--- src/rtl/load_store_unit.sv ---
// Load/store unit: accepts one memory operation from the ALU, drives a simple
// req/gnt/rvalid memory port and returns an aligned, extended load result.
module load_store_unit #(
   parameter int unsigned MEM_TIMEOUT = 255
) (
   input  logic        clk,
   input  logic        rst_n,
   input  logic        req_valid,
   output logic        req_ready,
   input  logic [5:0]  alu_op,
   input  logic [31:0] addr,
   input  logic [31:0] store_data,
   output logic        mem_req,
   output logic        mem_we,
   output logic [31:0] mem_addr,
   output logic [3:0]  mem_be,
   output logic [31:0] mem_wdata,
   input  logic        mem_gnt,
   input  logic        mem_rvalid,
   input  logic [31:0] mem_rdata,
   output logic        done,
   output logic        err,
   output logic [31:0] load_data
);

   localparam logic [1:0] StIdle = 2'd0;
   localparam logic [1:0] StReq  = 2'd1;
   localparam logic [1:0] StWait = 2'd2;
   localparam logic [1:0] StResp = 2'd3;

   localparam logic [5:0] OpLb  = 6'd1;
   localparam logic [5:0] OpLh  = 6'd2;
   localparam logic [5:0] OpLw  = 6'd3;
   localparam logic [5:0] OpLbu = 6'd5;
   localparam logic [5:0] OpLhu = 6'd6;
   localparam logic [5:0] OpSb  = 6'd18;
   localparam logic [5:0] OpSh  = 6'd19;
   localparam logic [5:0] OpSw  = 6'd20;

   // Counter only needs to hold 0 .. MEM_TIMEOUT-1; the terminal value is detected one early.
   localparam int unsigned CntW = (MEM_TIMEOUT < 2) ? 1 : $clog2(MEM_TIMEOUT);
   localparam logic [CntW-1:0] CntLast = CntW'(MEM_TIMEOUT - 1);

   logic [1:0]      state_q, state_d;
   logic [CntW-1:0] cnt_q, cnt_d;
   logic [5:0]      op_q, op_d;
   logic [1:0]      ofs_q, ofs_d;
   logic            store_q, store_d;
   logic            misal_q, misal_d;
   logic            err_q, err_d;
   logic            mem_we_q, mem_we_d;
   logic [31:0]     mem_addr_q, mem_addr_d;
   logic [3:0]      mem_be_q, mem_be_d;
   logic [31:0]     mem_wdata_q, mem_wdata_d;
   logic [31:0]     load_data_q, load_data_d;

   logic            dec_valid;
   logic            dec_store;
   logic            dec_misal;
   logic [3:0]      dec_be;
   logic [31:0]     dec_wdata;
   logic [31:0]     lane;
   logic [31:0]     ext_data;
   logic            cnt_expired;

   // Decode the incoming operation: legality, alignment, byte enables and lane replication.
   always_comb begin
      dec_valid = 1'b1;
      dec_store = 1'b0;
      dec_misal = 1'b0;
      dec_be    = 4'b1111;
      dec_wdata = store_data;
      case (alu_op)
         OpLb, OpLbu: ;
         OpLh, OpLhu: dec_misal = addr[0];
         OpLw:        dec_misal = |addr[1:0];
         OpSb: begin
            dec_store = 1'b1;
            dec_be    = 4'b0001 << addr[1:0];
            dec_wdata = {4{store_data[7:0]}};
         end
         OpSh: begin
            dec_store = 1'b1;
            dec_misal = addr[0];
            dec_be    = addr[1] ? 4'b1100 : 4'b0011;
            dec_wdata = {2{store_data[15:0]}};
         end
         OpSw: begin
            dec_store = 1'b1;
            dec_misal = |addr[1:0];
         end
         default: dec_valid = 1'b0;
      endcase
   end

   // Shift the addressed lane down and extend it according to the latched load type.
   always_comb begin
      lane = mem_rdata >> {ofs_q, 3'b000};
      case (op_q)
         OpLb:    ext_data = {{24{lane[7]}}, lane[7:0]};
         OpLbu:   ext_data = {24'h0, lane[7:0]};
         OpLh:    ext_data = {{16{lane[15]}}, lane[15:0]};
         OpLhu:   ext_data = {16'h0, lane[15:0]};
         default: ext_data = mem_rdata;
      endcase
   end

   // Next-state logic for the access FSM, wait counter and latched request fields.
   always_comb begin
      state_d     = state_q;
      cnt_d       = cnt_q;
      op_d        = op_q;
      ofs_d       = ofs_q;
      store_d     = store_q;
      misal_d     = misal_q;
      err_d       = err_q;
      mem_we_d    = mem_we_q;
      mem_addr_d  = mem_addr_q;
      mem_be_d    = mem_be_q;
      mem_wdata_d = mem_wdata_q;
      load_data_d = load_data_q;
      cnt_expired = (cnt_q == CntLast);
      case (state_q)
         StIdle: begin
            if (req_valid && dec_valid) begin
               state_d     = StReq;
               cnt_d       = '0;
               op_d        = alu_op;
               ofs_d       = addr[1:0];
               store_d     = dec_store;
               misal_d     = dec_misal;
               err_d       = 1'b0;
               mem_we_d    = dec_store;
               mem_addr_d  = {addr[31:2], 2'b00};
               mem_be_d    = dec_be;
               mem_wdata_d = dec_wdata;
            end
         end
         StReq: begin
            // Misaligned accesses pass through REQ without ever raising mem_req.
            if (misal_q) begin
               state_d = StResp;
               err_d   = 1'b1;
            end else if (mem_gnt) begin
               state_d = store_q ? StResp : StWait;
               cnt_d   = '0;
            end else if (cnt_expired) begin
               state_d = StResp;
               err_d   = 1'b1;
            end else begin
               cnt_d = cnt_q + CntW'(1);
            end
         end
         StWait: begin
            if (mem_rvalid) begin
               state_d     = StResp;
               load_data_d = ext_data;
            end else if (cnt_expired) begin
               state_d = StResp;
               err_d   = 1'b1;
            end else begin
               cnt_d = cnt_q + CntW'(1);
            end
         end
         default: begin
            state_d = StIdle;
            err_d   = 1'b0;
         end
      endcase
   end

   // State registers with synchronous active-low reset.
   always_ff @(posedge clk) begin
      if (!rst_n) begin
         state_q     <= StIdle;
         cnt_q       <= '0;
         op_q        <= '0;
         ofs_q       <= '0;
         store_q     <= 1'b0;
         misal_q     <= 1'b0;
         err_q       <= 1'b0;
         mem_we_q    <= 1'b0;
         mem_addr_q  <= '0;
         mem_be_q    <= '0;
         mem_wdata_q <= '0;
         load_data_q <= '0;
      end else begin
         state_q     <= state_d;
         cnt_q       <= cnt_d;
         op_q        <= op_d;
         ofs_q       <= ofs_d;
         store_q     <= store_d;
         misal_q     <= misal_d;
         err_q       <= err_d;
         mem_we_q    <= mem_we_d;
         mem_addr_q  <= mem_addr_d;
         mem_be_q    <= mem_be_d;
         mem_wdata_q <= mem_wdata_d;
         load_data_q <= load_data_d;
      end
   end

   // Outputs decoded from the current state and latched fields.
   always_comb begin
      req_ready = (state_q == StIdle);
      mem_req   = (state_q == StReq) && !misal_q;
      done      = (state_q == StResp);
      err       = (state_q == StResp) && err_q;
      mem_we    = mem_we_q;
      mem_addr  = mem_addr_q;
      mem_be    = mem_be_q;
      mem_wdata = mem_wdata_q;
      load_data = load_data_q;
   end

endmodule
--- config.mk ---
export PLATFORM = sky130hd
export DESIGN_NAME = load_store_unit
export DESIGN_NICKNAME = d
export VERILOG_FILES = /design/src/rtl/load_store_unit.sv
export SDC_FILE = /design/constraint.sdc
export NUM_CORES = 1
export LEC_CHECK = 0
export CORE_MARGIN = 2
export CORE_UTILIZATION = 40
export DETAILED_ROUTE_END_ITERATION = 16
export GPL_ROUTABILITY_DRIVEN = 0
export PLACE_DENSITY = 0.85
export SETUP_SLACK_MARGIN = 0.05
export SYNTH_ARGS = -nofsm -noshare
export SYNTH_HDL_FRONTEND = slang
export SYNTH_SLANG_ARGS = --single-unit
--- constraint.sdc ---
create_clock -name clk -period 2.5 [get_ports clk]
set_clock_uncertainty 0.2 [all_clocks]
set_input_delay 0.625 -clock clk [delete_from_list [all_inputs] [get_ports clk]]
set_output_delay 0.625 -clock clk [all_outputs]
set_load 0.05 [all_outputs]
# Word level (Yosys, flattened, before mapping)
# Index checks and enable logic that the tools add are counted.
# W data, S select, Z words.
[totals]
ff_bits = 119
input_bits = 107
out_inout_bits = 105
elab_cells = 75
[op_classes]
n_addsub = 1
eq_ne = 20
shift = 2
muxes = 26
n_reduce_logical = 15
[ops]
columns = ["operator", "count"]
rows = [
  ["$pmux W32 S4", 1],
  ["$pmux W32 S2", 1],
  ["$mux W8", 5],
  ["$shr A32 B5 Y16", 1],
  ["$eq A6 B3 Y1 const B", 4],
  ["$pmux W8 S3", 1],
  ["$eq A6 B2 Y1 const B", 3],
  ["$eq A6 B5 Y1 const B", 3],
  ["$eq A6 B1 Y1 const B", 2],
  ["$mux W2", 5],
  ["$add A8 B1 Y8 const B", 1],
  ["$eq A8 B8 Y1 const B", 1],
  ["$mux W1", 8],
  ["$pmux W4 S2", 1],
  ["$reduce_or A8 Y1", 1],
  ["$pmux W2 S3", 1],
  ["$reduce_or A3 Y1", 2],
  ["$eq A2 B2 Y1 const B", 2],
  ["$mux W4", 1],
  ["$ne A2 B2 Y1 const B", 2],
  ["$reduce_and A2 Y1", 2],
  ["$reduce_and A4 Y1", 1],
  ["$reduce_or A2 Y1", 2],
  ["$shl A1 B2 Y4 const A", 1],
  ["10 further kinds", 12],
]

# Depth between registers and ports, before layout
[depth]
ltp_word = 6
ltp_mapped = 8
depth_no_buf = 7

# Worst setup path before layout
# OpenSTA, ideal clock, no wires.
[synth_path]
kind = "input port to flip-flop"
start = "input alu_op[0]"
end = "register mem_addr_q[10], in the netlist mem_addr[10]"
setup_ns = 0.132
arrival_time_ns = 2.114
t_required_ns = 2.168
setup_slack_ns = 0.053
path_stages = 8
path_buffers = 3
cell_sequence = "buf_6 > or3b_1 > and4_4 > or3b_1 > buf_2 > buf_2 > nand2_1 > a21oi_1"
[synth_between]
elab_chain_cells = 5
elab_cells_between_ends = 12
classes_between = "eq/ne (8); mux (1); reduce/logical (3)"
[synth_lines]
columns = ["item", "line_no", "rtl"]
rows = [
  ["from (decl)", "10", "input logic [5:0] alu_op,"],
  ["$eq A6 B5 Y1, or another cell as far along", "73", "case (alu_op)"],
  ["$reduce_or A8 Y1 (no line) *", "-", ""],
  ["$mux W1 *", "73", ""],
  ["$logic_and A1 B1 Y1 *", "125", "if (req_valid && dec_valid) begin"],
  ["$reduce_and A2 Y1 (no line) *", "-", ""],
  ["to (signal assigned)", "196", "mem_addr_q <= mem_addr_d;"],
  ["to (decl)", "52", "logic [31:0] mem_addr_q, mem_addr_d;"],
]
# Every way passes the cells marked *; elsewhere a longest branch is shown, timed or not.
# A chain may end at the register's enable or synchronous reset.

# Worst setup path in the final report
[layout_path]
start = "register load_data_q[20], in the netlist load_data[20]"
end = "output load_data[20]"
[layout_lines]
columns = ["item", "line_no", "rtl"]
rows = [
  ["from (decl)", "55", "logic [31:0] load_data_q, load_data_d;"],
  ["from (signal assigned)", "199", "load_data_q <= load_data_d;"],
  ["to (decl)", "23", "output logic [31:0] load_data"],
]
# No word-level cell between the ends.

==> out/qor.txt <==
status - finished clean
Worst Path Required - 1.67 ns
Worst R2R Start - state_q[0]
pwr/cell area - 570 mW/mm^2
max-cap violation count - 0
CP Class - reg -> out
H-tree depth - 4
total iterations of the first detailed-routing run - 5
post-route design area - 0.00874 sq mm
critical-path cell list - clkdlybuf4s50_1
number of global-route vias before repair - 5,540
die extent in y - 120 um
TritonCTS buffer count - 17
final hold violation count - 0
initial antenna violation count - 3
clock root cell - clkbuf_16
max-slew violations - 0
Clock Sinks - 119
final std cells w/o fill - 1,082
core area - 0.0132 sq mm
Fill cells - 1,069
R2R depth - 7
Max VDD drop - 0.000493 V
Power, Total - 4980 uW
Tmin final - 2.41 ns
remaining global-route overflow - 0
Avg WL per Cell - 16.9 um
number of synthesized flops with an enable pin - 0
cell family with most CP delay - buffers and inverters
critical path buffer and inverter count - 1
final setup vio count - 0
port buffer count - 209
nets@finish - 1,005
chip width - 120 um
Max-Slew Margin vs Limit - 52.9%
Worst Setup Start Kind - register
vias - 5,793
row count - 42
placed inst area - 0.00799 sq mm
Starting DRT DRC Count - 385
Crit. End Element - output pin
R2R Path End - cnt_q[0]
global-route usage over all layers - 24.9%
RSZ-0062 raised after global routing - yes
DRC viols - 0
placed cell count - 1,039
Top Ports - 212
Initial Util - 40.7%
layout cell share with drive strength beyond 1 - 14.2%
worst hold slack - 0.245 ns
period utilisation layout - 96.4%
Worst Tran Pin Value - 0.706 ns
DRT Wirelength - 18.3 mm
most frequently used flop master after synthesis - dfxtp_1
hold_sp - mem_wdata[31]
Layout area overhead - 62.8%
mapped cell area - 0.00537 sq mm
Mapped Cells - 645
Leakage - 0.00338 uW
Clock transition at path regs - 0.05 ns
CTS Hold Bufs - 0
pin count of the biggest net entering global routing - 42
warnings from Yosys - 0
TritonCTS clock tree - yes
Hold Crit Class - reg -> reg
WHS Path Cells - 2
Avg Cell Area, Syn - 8.32 sq um
dpl hpwl - 13.2 mm
ys async rst share - 0%
post-synthesis sequential area ratio - 44.4%
Slowest Stage Delay on Critical Path - 0.82 ns
reg2reg setup slack - 0.19 ns
Clk Latency, worst-skew pair - 0.41 ns
Critical-path top delay cell - clkdlybuf4s50_1
Avg Vias per Cell - 5.35
Max Freq - 415 MHz
Max Root-Sink Buffers - 2
first-pass GRT wire length - 28.0 mm
synth unique cells - 54
Post-DRT Antenna Nets - 0
CP Max Fanout - 2
hold endpoint - mem_wdata[31]
die area - 0.0144 sq mm
#FFs+latches synth - 119
Data arrival, critical path - 1.58 ns
==> cell families (layout without fill, tap and decap cells) <==
kind of cell	after synthesis	in the layout	synth area share, %
flops	119	119	44.4
mux	25	25	4.90
buf+inv	58	315	5.03
compound gates	201	201	24.5
xor+xnor	1	1	0.163
other cells	1	5	0.0699
fa+ha+maj	7	7	1.63
simple gates	233	233	19.3
==> cells in the mapped netlist, types with 2 or more instances <==
| library cell | count | area share (%) |
|---|---|---|
| ha_1 | 7 | 1.6 |
| a311oi_1 | 2 | 0.33 |
| a31oi_1 | 6 | 0.70 |
| o221a_2 | 7 | 1.5 |
| clkbuf_1 | 25 | 1.7 |
| a221o_1 | 17 | 3.2 |
| nand3_1 | 17 | 1.6 |
| buf_4 | 3 | 0.42 |
| o21ai_0 | 30 | 2.8 |
| inv_1 | 5 | 0.35 |
| o32ai_1 | 2 | 0.33 |
| dfxtp_1 | 119 | 44 |
| or3b_1 | 4 | 0.65 |
| a21o_1 | 2 | 0.28 |
| and2_1 | 2 | 0.23 |
| nand2b_1 | 2 | 0.23 |
| buf_6 | 2 | 0.42 |
| nor3_1 | 12 | 1.1 |
| buf_2 | 20 | 1.9 |
| nor3b_2 | 2 | 0.47 |
| a21oi_1 | 88 | 8.2 |
| nand3b_1 | 2 | 0.28 |
| nor2_1 | 32 | 2.2 |
| o31ai_1 | 6 | 0.84 |
| nand2_1 | 140 | 9.8 |
| and3_1 | 4 | 0.47 |
| or3_1 | 2 | 0.23 |
| a211oi_1 | 8 | 1.1 |
| o211ai_1 | 17 | 2.4 |
| mux2i_1 | 24 | 4.5 |
| nor2b_1 | 6 | 0.70 |
| a22oi_1 | 8 | 1.1 |
==> where the power goes <==
part           total (uW)  internal, uW  switching, uW
clock network        2270          1430            841
logic                 745           356            389
registers            1960          1930           23.8
total                4980          3720           1250
==> cell type report <==
cell class | instances | area [sq um] | area share, %
inverter | 6 | 22.5 | 0.258
antenna | 3 | 7.51 | 0.0859
clock buffer | 23 | 478 | 5.47
sequential | 119 | 2380 | 27.3
tap | 176 | 220 | 2.52
multi-input combinational | 469 | 2780 | 31.8
timing repair buffer | 278 | 2780 | 31.8
clock inverter | 8 | 73.8 | 0.845
==> layer usage <==
metal  track usage [%]  wire [um]  vias up
met1              27.6       7070     2670
met2              42.1       8810      273
met4              10.3        516        0
met5                 0          0        -
li1                  -          -     2811
met3              10.5       1890       39
==> worst max path at each step <==
| stage | from | end | slack, ns | depth (start not counted) |
|---|---|---|---|---|
| after floorplan | alu_op[0] | mem_addr[10] | 0.05 | 8 |
| after global placement | mem_rdata[31] | load_data[23] | -0.42 | 6 |
| after detailed placement | mem_rdata[31] | load_data[31] | -0.48 | 6 |
| after CTS | mem_wdata[20] | mem_wdata[20] | 0.06 | 1 |
| after global routing | state_q[0] | req_ready | 0.01 | 3 |
| final | load_data[20] | load_data[20] | 0.09 | 1 |
==> flip-flops by register name, indices dropped and copies added, names as in the netlist <==
signal and count:
cnt_q 8, err_q 1, load_data 32, mem_addr 30, mem_be 4, mem_wdata 32, mem_we 1, misal_q 1
ofs_q 2, op_q 6, state_q 2
==> timing repair <==
item | CTS | global route
endpoints found under the setup margin | 72 | 73
setup buffers | 1 | 4
pin swaps | 2 | 3
hold endpoints to repair | 0 | 0
resized for setup | 10 | 21
cloned | 1 | 3
==> per-stage QoR <==
step / TNS, ns / utilization [%] / worst slack [ns]
6_report: 0 / 66.2 / 0.0909
5_1_grt: 0 / 66.2 / 0.0141
4_1_cts: 0 / 65.1 / 0.0615
3_5_place_dp: -41.77 / 60.5 / -0.478
3_3_place_gp: -38.15 / 60.5 / -0.423
2_1_floorplan: 0 / - / 0.0535
==> layout by cell type, fill, tap and decap left out, drive strengths merged, types with 24 or more instances in the layout <==
cell type	synthesis	layout
nor2	33	33
clkbuf	26	24
mux2i	24	24
o21ai	30	30
nand2	140	140
dfxtp	119	119
buf	26	71
clkdlybuf4s50	0	185
a21oi	88	88
(Power assumes the default switching activity.)
